--- config.mk ---
export PLATFORM = sky130hd
export DESIGN_NAME = hh_spike_detector
export DESIGN_NICKNAME = d
export VERILOG_FILES = /design/src/rtl/hh_spike_detector.sv
export SDC_FILE = /design/constraint.sdc
export NUM_CORES = 1
export LEC_CHECK = 0
export CAP_MARGIN = 10
export CORE_ASPECT_RATIO = 1.5
export CORE_MARGIN = 2
export CORE_UTILIZATION = 45
export DETAILED_ROUTE_END_ITERATION = 16
export PLACE_DENSITY_LB_ADDON = 0.12
export SLEW_MARGIN = 30
export SYNTH_ARGS = -nofsm -noshare
export SYNTH_HDL_FRONTEND = slang
export SYNTH_SLANG_ARGS = --single-unit
export TNS_END_PERCENT = 100
--- constraint.sdc ---
create_clock -name clk -period 8.35 [get_ports clk]
set_clock_uncertainty 0.05 [all_clocks]
set_input_delay 1.67 -clock clk [delete_from_list [all_inputs] [get_ports clk]]
set_output_delay 1.67 -clock clk [all_outputs]
set_load 0.02 [all_outputs]
--- src/rtl/hh_spike_detector.sv ---
// Action-potential detector for the HH core's membrane voltage: hysteretic onset
// detection, refractory lockout, spike pulse and a small FWFT event FIFO.
//
// state   | meaning
// --------+-------------------------------------------------------------
// ARMED   | waiting for v_in >= TH_HI (onset)
// ABOVE   | spike in progress, tracking peak until v_in < TH_HI
// REFRACT | lockout: re-arm once REFRAC samples elapsed and v_in <= TH_LO
module hh_spike_detector #(
    parameter logic signed [13:0] TH_HI  = 14'sd0,
    parameter logic signed [13:0] TH_LO  = -14'sd1600,
    parameter int                 REFRAC = 64,
    parameter int                 DEPTH  = 4
) (
    input  logic        clk,
    input  logic        rst_n,
    input  logic [13:0] v_in,
    input  logic        v_valid,
    input  logic        clr,
    output logic        spike,
    output logic        ev_valid,
    input  logic        ev_ready,
    output logic [13:0] ev_peak,
    output logic [15:0] ev_isi,
    output logic [7:0]  spike_count,
    output logic        overflow
);
    localparam int RW = $clog2(REFRAC + 1);
    localparam int AW = $clog2(DEPTH);
    localparam logic [RW-1:0] REF_LOAD = RW'(REFRAC - 1);
    localparam logic [RW-1:0] REF_ZERO = '0;
    localparam logic [AW:0]   CNT_FULL = (AW + 1)'(DEPTH);
    localparam logic [AW:0]   CNT_ONE  = (AW + 1)'(1);
    localparam logic [AW-1:0] PTR_ONE  = AW'(1);

    typedef enum logic [1:0] {ARMED, ABOVE, REFRACT} state_t;

    state_t             state, state_nxt;
    logic signed [13:0] v_s;
    logic signed [13:0] peak;
    logic [15:0]        isi_cnt, isi_lat;
    // Down-counter: loaded on ABOVE exit, terminal count 0 means REFRAC samples done.
    logic [RW-1:0]      ref_tmr;
    logic               onset, exit_above;

    logic [13:0]        peak_mem [DEPTH];
    logic [15:0]        isi_mem  [DEPTH];
    logic [AW-1:0]      wr_ptr, rd_ptr;
    logic [AW:0]        count;
    logic               pop, accept, drop;

    assign v_s = v_in;

    always_ff @(posedge clk) begin
        if (!rst_n) state <= ARMED;
        else        state <= state_nxt;
    end

    always_comb begin
        state_nxt  = state;
        onset      = 1'b0;
        exit_above = 1'b0;
        if (v_valid) begin
            case (state)
                ARMED: if (v_s >= TH_HI) begin
                    onset     = 1'b1;
                    state_nxt = ABOVE;
                end
                ABOVE: if (v_s < TH_HI) begin
                    exit_above = 1'b1;
                    state_nxt  = REFRACT;
                end
                REFRACT: if (ref_tmr == REF_ZERO && v_s <= TH_LO) state_nxt = ARMED;
                default: state_nxt = ARMED;
            endcase
        end
    end

    assign ev_valid = (count != '0);
    assign pop      = ev_valid & ev_ready;
    assign accept   = exit_above & ((count != CNT_FULL) | pop);
    assign drop     = exit_above & ~accept;
    assign ev_peak  = peak_mem[rd_ptr];
    assign ev_isi   = isi_mem[rd_ptr];

    always_ff @(posedge clk) begin
        if (!rst_n) begin
            spike       <= 1'b0;
            peak        <= '0;
            isi_cnt     <= 16'hFFFF;
            isi_lat     <= '0;
            ref_tmr     <= '0;
            spike_count <= '0;
            overflow    <= 1'b0;
        end else begin
            spike <= onset;
            if (onset) begin
                peak    <= v_s;
                isi_lat <= isi_cnt;
                isi_cnt <= 16'd1;
            end else begin
                if (v_valid && isi_cnt != 16'hFFFF) isi_cnt <= isi_cnt + 16'd1;
                if (v_valid && state == ABOVE && !exit_above && v_s > peak) peak <= v_s;
            end
            if (exit_above)
                ref_tmr <= REF_LOAD;
            else if (v_valid && state == REFRACT && ref_tmr != REF_ZERO)
                ref_tmr <= ref_tmr - 1'b1;
            if (clr)        spike_count <= onset ? 8'd1 : 8'd0;
            else if (onset) spike_count <= spike_count + 8'd1;
            if (clr)       overflow <= drop;
            else if (drop) overflow <= 1'b1;
        end
    end

    always_ff @(posedge clk) begin
        if (!rst_n) begin
            wr_ptr <= '0;
            rd_ptr <= '0;
            count  <= '0;
            for (int i = 0; i < DEPTH; i++) begin
                peak_mem[i] <= '0;
                isi_mem[i]  <= '0;
            end
        end else begin
            if (accept) begin
                peak_mem[wr_ptr] <= peak;
                isi_mem[wr_ptr]  <= isi_lat;
                wr_ptr           <= wr_ptr + PTR_ONE;
            end
            if (pop) rd_ptr <= rd_ptr + PTR_ONE;
            case ({accept, pop})
                2'b10:   count <= count + CNT_ONE;
                2'b01:   count <= count - CNT_ONE;
                default: count <= count;
            endcase
        end
    end
endmodule

[After elaboration in Yosys (flattened, before gate mapping)]
Memory sizes are Yosys's and may differ from the RTL's. A register that Yosys moved wholly into a read port is not among the register bits.
Index checks and enable logic that the tools add are counted.
Word-level totals
  RAM bits: 120
  memories kept: 2
  output and inout port bits: 41
  word-level logic and storage cells: 100
  bits in registers: 72
  bits of input ports: 19
Operators by class
  equality and inequality tests: 9
  multiplexer cells: 36
  add/subtract/negate cells: 7
  bitwise logic cells: 6
  reductions and logical operators: 23
  $lt $le $gt $ge: 4
Memory list
  isi_mem: depth 4, bits a word 16, read ports 1, clocked after Yosys merged registers in 1, write ports 4, line 47  | logic [15:0] isi_mem [DEPTH];
  peak_mem: depth 4, bits a word 14, read ports 1, clocked after Yosys merged registers in 1, write ports 4, line 46  | logic [13:0] peak_mem [DEPTH];
Operator list (number)
  $mux 16: 3
  $mux 14: 3
  $mux 2: 9
  $add 16x1->16 const B: 1
  $mux 8: 2
  $ne 16x16->1 const B: 1
  $reduce_or 16->1: 1
  $mux 1: 15
  $ge 14x1->1 const B: 1
  $gt 14x14->1: 1
  $le 14x12->1 const B: 1
  $lt 14x1->1 const B: 1
  $reduce_or 14->1: 1
  $mux 6: 2
  $reduce_bool 2->1: 6
  $add 8x1->8 const B: 1
  $logic_and 1x1->1: 7
  $logic_not 7->1: 1
  $reduce_bool 7->1: 1
  $sub 7x1->7 const B: 1
  $ne 2x2->1 const B: 3
  $pmux 2 s3: 1
  $pmux 3 s2: 1
  $add 2x1->2 const B: 2
  other kinds (13): 19

[Logic depth before layout (Yosys ltp)]
  depth after elaboration: 10
  depth in mapped cells: 9
  mapped depth without buffers: 8

[Worst setup path after synthesis]
Ideal clock, no wire load.
  path kind: in2reg
  start point: input v_valid
  end point: memory isi_mem[1][0], enable pin
  stages: 5
  required time: 7841 ps
  data arrival time: 4565 ps
  library setup time: 459 ps
  path buffers: 1
  path slack: 3276 ps
  cells stage by stage: buf_2 > nand4b_1 > nor2_1 > nand2_1 > o21ai_0
RTL lines
  from (decl): line 18  | input logic v_valid,
  to (decl): line 47

==> reports/results.ini <==
[finish]
n_antenna_cell=0
area.growth.synth_to_final_pct=16.1
fillers=1663
final_cell_count_no_fill=1055
nNetsFinal=824
drive_gt1_share_pct=12.5
mostFrequentLayoutCell=edfxtp_1
seqCellArea_sq_um=5090
most-common-layout-cells=120 x edfxtp_1, 108 x nand2_1, 75 x nor2_1, 73 x dfxtp_1, 58 x clkdlybuf4s50_1
multi_input_area_sq_um=3180

[place]
dp.cells=1023
portBuffers=59
place_hpwl_microns=12100
finalWeightedCongestion=0.849
pre_cts_ws_ns=2.31

[global_route]
grt_max_degree=87
grt_pass1_vias=5636
grt-ovfl-total=0
gr-usage-all-layers_pct=19.0
grt_antenna_before_repair=0
grt_pass1_wl_microns=29600

[routing]
ant_nets=0
drt-initial-drc-count=278
routed_wl_microns=17900
via_per_inst=5.16
vias=5443
drtPass1Iterations=4
drc=0
avgRoutedWirePerCell_microns=16.9

[synth]
ys_seq_elements=194
syn_area_sq_um=8640
synthDistinctLibCells=51
ys.flop_type=edfxtp_1
synthesis.yosys.warnings=0
synth_edf_count=120
ys_seq_area_share_pct=58.9
syn-num-nets=777
synth.avg_cell_area_sq_um=11.7
syn_inst=739
synthArstFlopShare_pct=0

[clock_tree]
clk_latency_ns=0.44
holdBufCountCts=0
cts.path.max_buffers=2
cts_tree=done
htree_levels=4
cts_made_buffers=17
cts_setup_buffers=0
root_buffer=clkbuf_16
cts_resized=0
path_clk_slew_ns=0.07
cts.sinks=194

[pwr]
comb_power_share_pct=16.5
ir_worst_vdd_mv=0.128
seqPwrFrac_pct=49.1
finalPower_mw=2.31
swShare_pct=26.6
p_sw_mw=0.614
p_leak_nw=3.73
clock_power_share_pct=34.4
p_int_mw=1.70
p_per_area_nw_per_um2=230

[timing]
worst_slack_ns=2.89
finalHoldViolCount=0
slew_viol_final=0
slew_headroom_pct=44.8
tightest_slew_ns=0.816
fmax_ghz=0.183
rsz0062_at_grt=no
fin_setup_tns_ns=0
min_period_ns=5.46
finalSetupViolations=0
fin_crit_sh_pct=65.3

[min_path]
hold_class=flop to flop

[setup_path]
arrival_ns=5.53
crit_type=input pin to flop
crit_path_max_fanout=18
start_kind=input pin
end_kind=flop
required_ns=8.42

[floorplan]
rows=62
core_sq_um=19000
fp.dieW_microns=117
die_y_microns=174
initial_utilization_pct=45.4
die_area_sq_um=20300
ios=60

[run]
drv_cap=0

[status]
outcome=finished clean

==> worst paths after layout <==
check | depth (start not counted) | to | slack, ns | startpoint
setup / recovery | 7 | isi_mem[0][4] | 2.89 | v_valid
hold / removal | 2 | peak[13] | 0.44 | peak[13]
setup reg to reg | 6 | isi_mem[0][4] | 4.43 | state[1]
hold reg to reg | 2 | peak[13] | 0.44 | peak[13]
==> per-layer routing <==
layer,track usage [%],wire length [microns]
met1,25.0,7860
met2,31.2,8980
met3,3.64,677
met4,6.67,348
met5,0,0
==> synthesized netlist by cell type, types with 2 or more instances <==
master         instances  area share (%)
inv_2                 20            0.87
inv_1                 34             1.5
nand3_1               19             1.1
o31ai_1                2            0.17
and4_1                 2            0.20
nand2_1              108             4.7
dfxtp_1               74              17
nor3_1                 3            0.17
buf_1                  4            0.17
edfxtp_1             120              42
nor4_1                15             1.1
a31oi_1                3            0.22
xor2_1                19             1.9
a21boi_1               7            0.61
nor2b_1                6            0.43
nand4b_1               2            0.20
a21boi_0              18             1.6
o21ai_1               15            0.87
buf_2                  2            0.12
clkbuf_1              31             1.3
and2_1                27             2.0
ha_1                  18             2.6
dlygate4sd1_1          2            0.20
nand4_1                9            0.65
nand2b_1               7            0.51
o21ai_0                4            0.23
a21oi_1                5            0.29
mux2i_1               15             1.7
mux4_2                30             7.8
and3_1                 8            0.58
nor2_1                75             3.3
xnor2_1               15             1.5
nor4b_1                2            0.20
==> area by class of cell <==
cell class	instances	share of cell area, %
Sequential cell	194	50.7
Multi-Input combinational cell	450	31.7
Timing Repair Buffer	69	6.59
Clock buffer	20	4.88
Tap cell	256	3.19
Inverter	54	2.02
Clock inverter	12	0.898
==> power by group through the flow <==
stage | logic [mW] | clock network (mW) | registers (mW)
after floorplan | 0.282 | 0 | 1.12
after global placement | 0.380 | 0 | 1.15
after detailed placement | 0.386 | 0 | 1.16
after CTS | 0.388 | 0.810 | 1.14
after global routing | 0.416 | 0.845 | 1.15
final | 0.382 | 0.794 | 1.13
==> cells by family (layout without fill, tap and decap cells) <==
group | after synthesis | after routing | synth area share, %
xor+xnor | 34 | 34 | 3.45
compound gates | 63 | 63 | 5.00
mux | 45 | 45 | 9.56
fa+ha+maj | 19 | 19 | 2.84
simple gates | 289 | 289 | 15.7
flops | 194 | 194 | 58.9
buf+inv | 95 | 155 | 4.55
==> metrics by stage <==
step,util (%),hold WS [ns],instance area (sq um)
3_3_place_gp,49.7,0.417,9450
3_5_place_dp,49.7,0.431,9450
6_report,52.8,0.437,10000
4_1_cts,52.8,0.441,10000
2_1_floorplan,-,0.388,8640
5_1_grt,52.8,0.453,10000
==> registers in the layout, indices dropped and copies added, names as in the netlist, named ones only <==
register	count
wr_ptr	2
isi_cnt	16
ref_tmr	7
isi_mem	64
spike_count	8
count	3
rd_ptr	2
state	2
overflow	1
peak	14
peak_mem	56
isi_lat	16
spike	1
==> worst max-delay path, stage by stage <==
cell and delay (ns):
clkdlybuf4s50_1 0.66, nand4b_1 0.57, nor2_1 0.54, nand2_1 0.36, nor3_2 0.75, nand2b_1 0.60
buf_4 0.36
(Power assumes the default switching activity.)
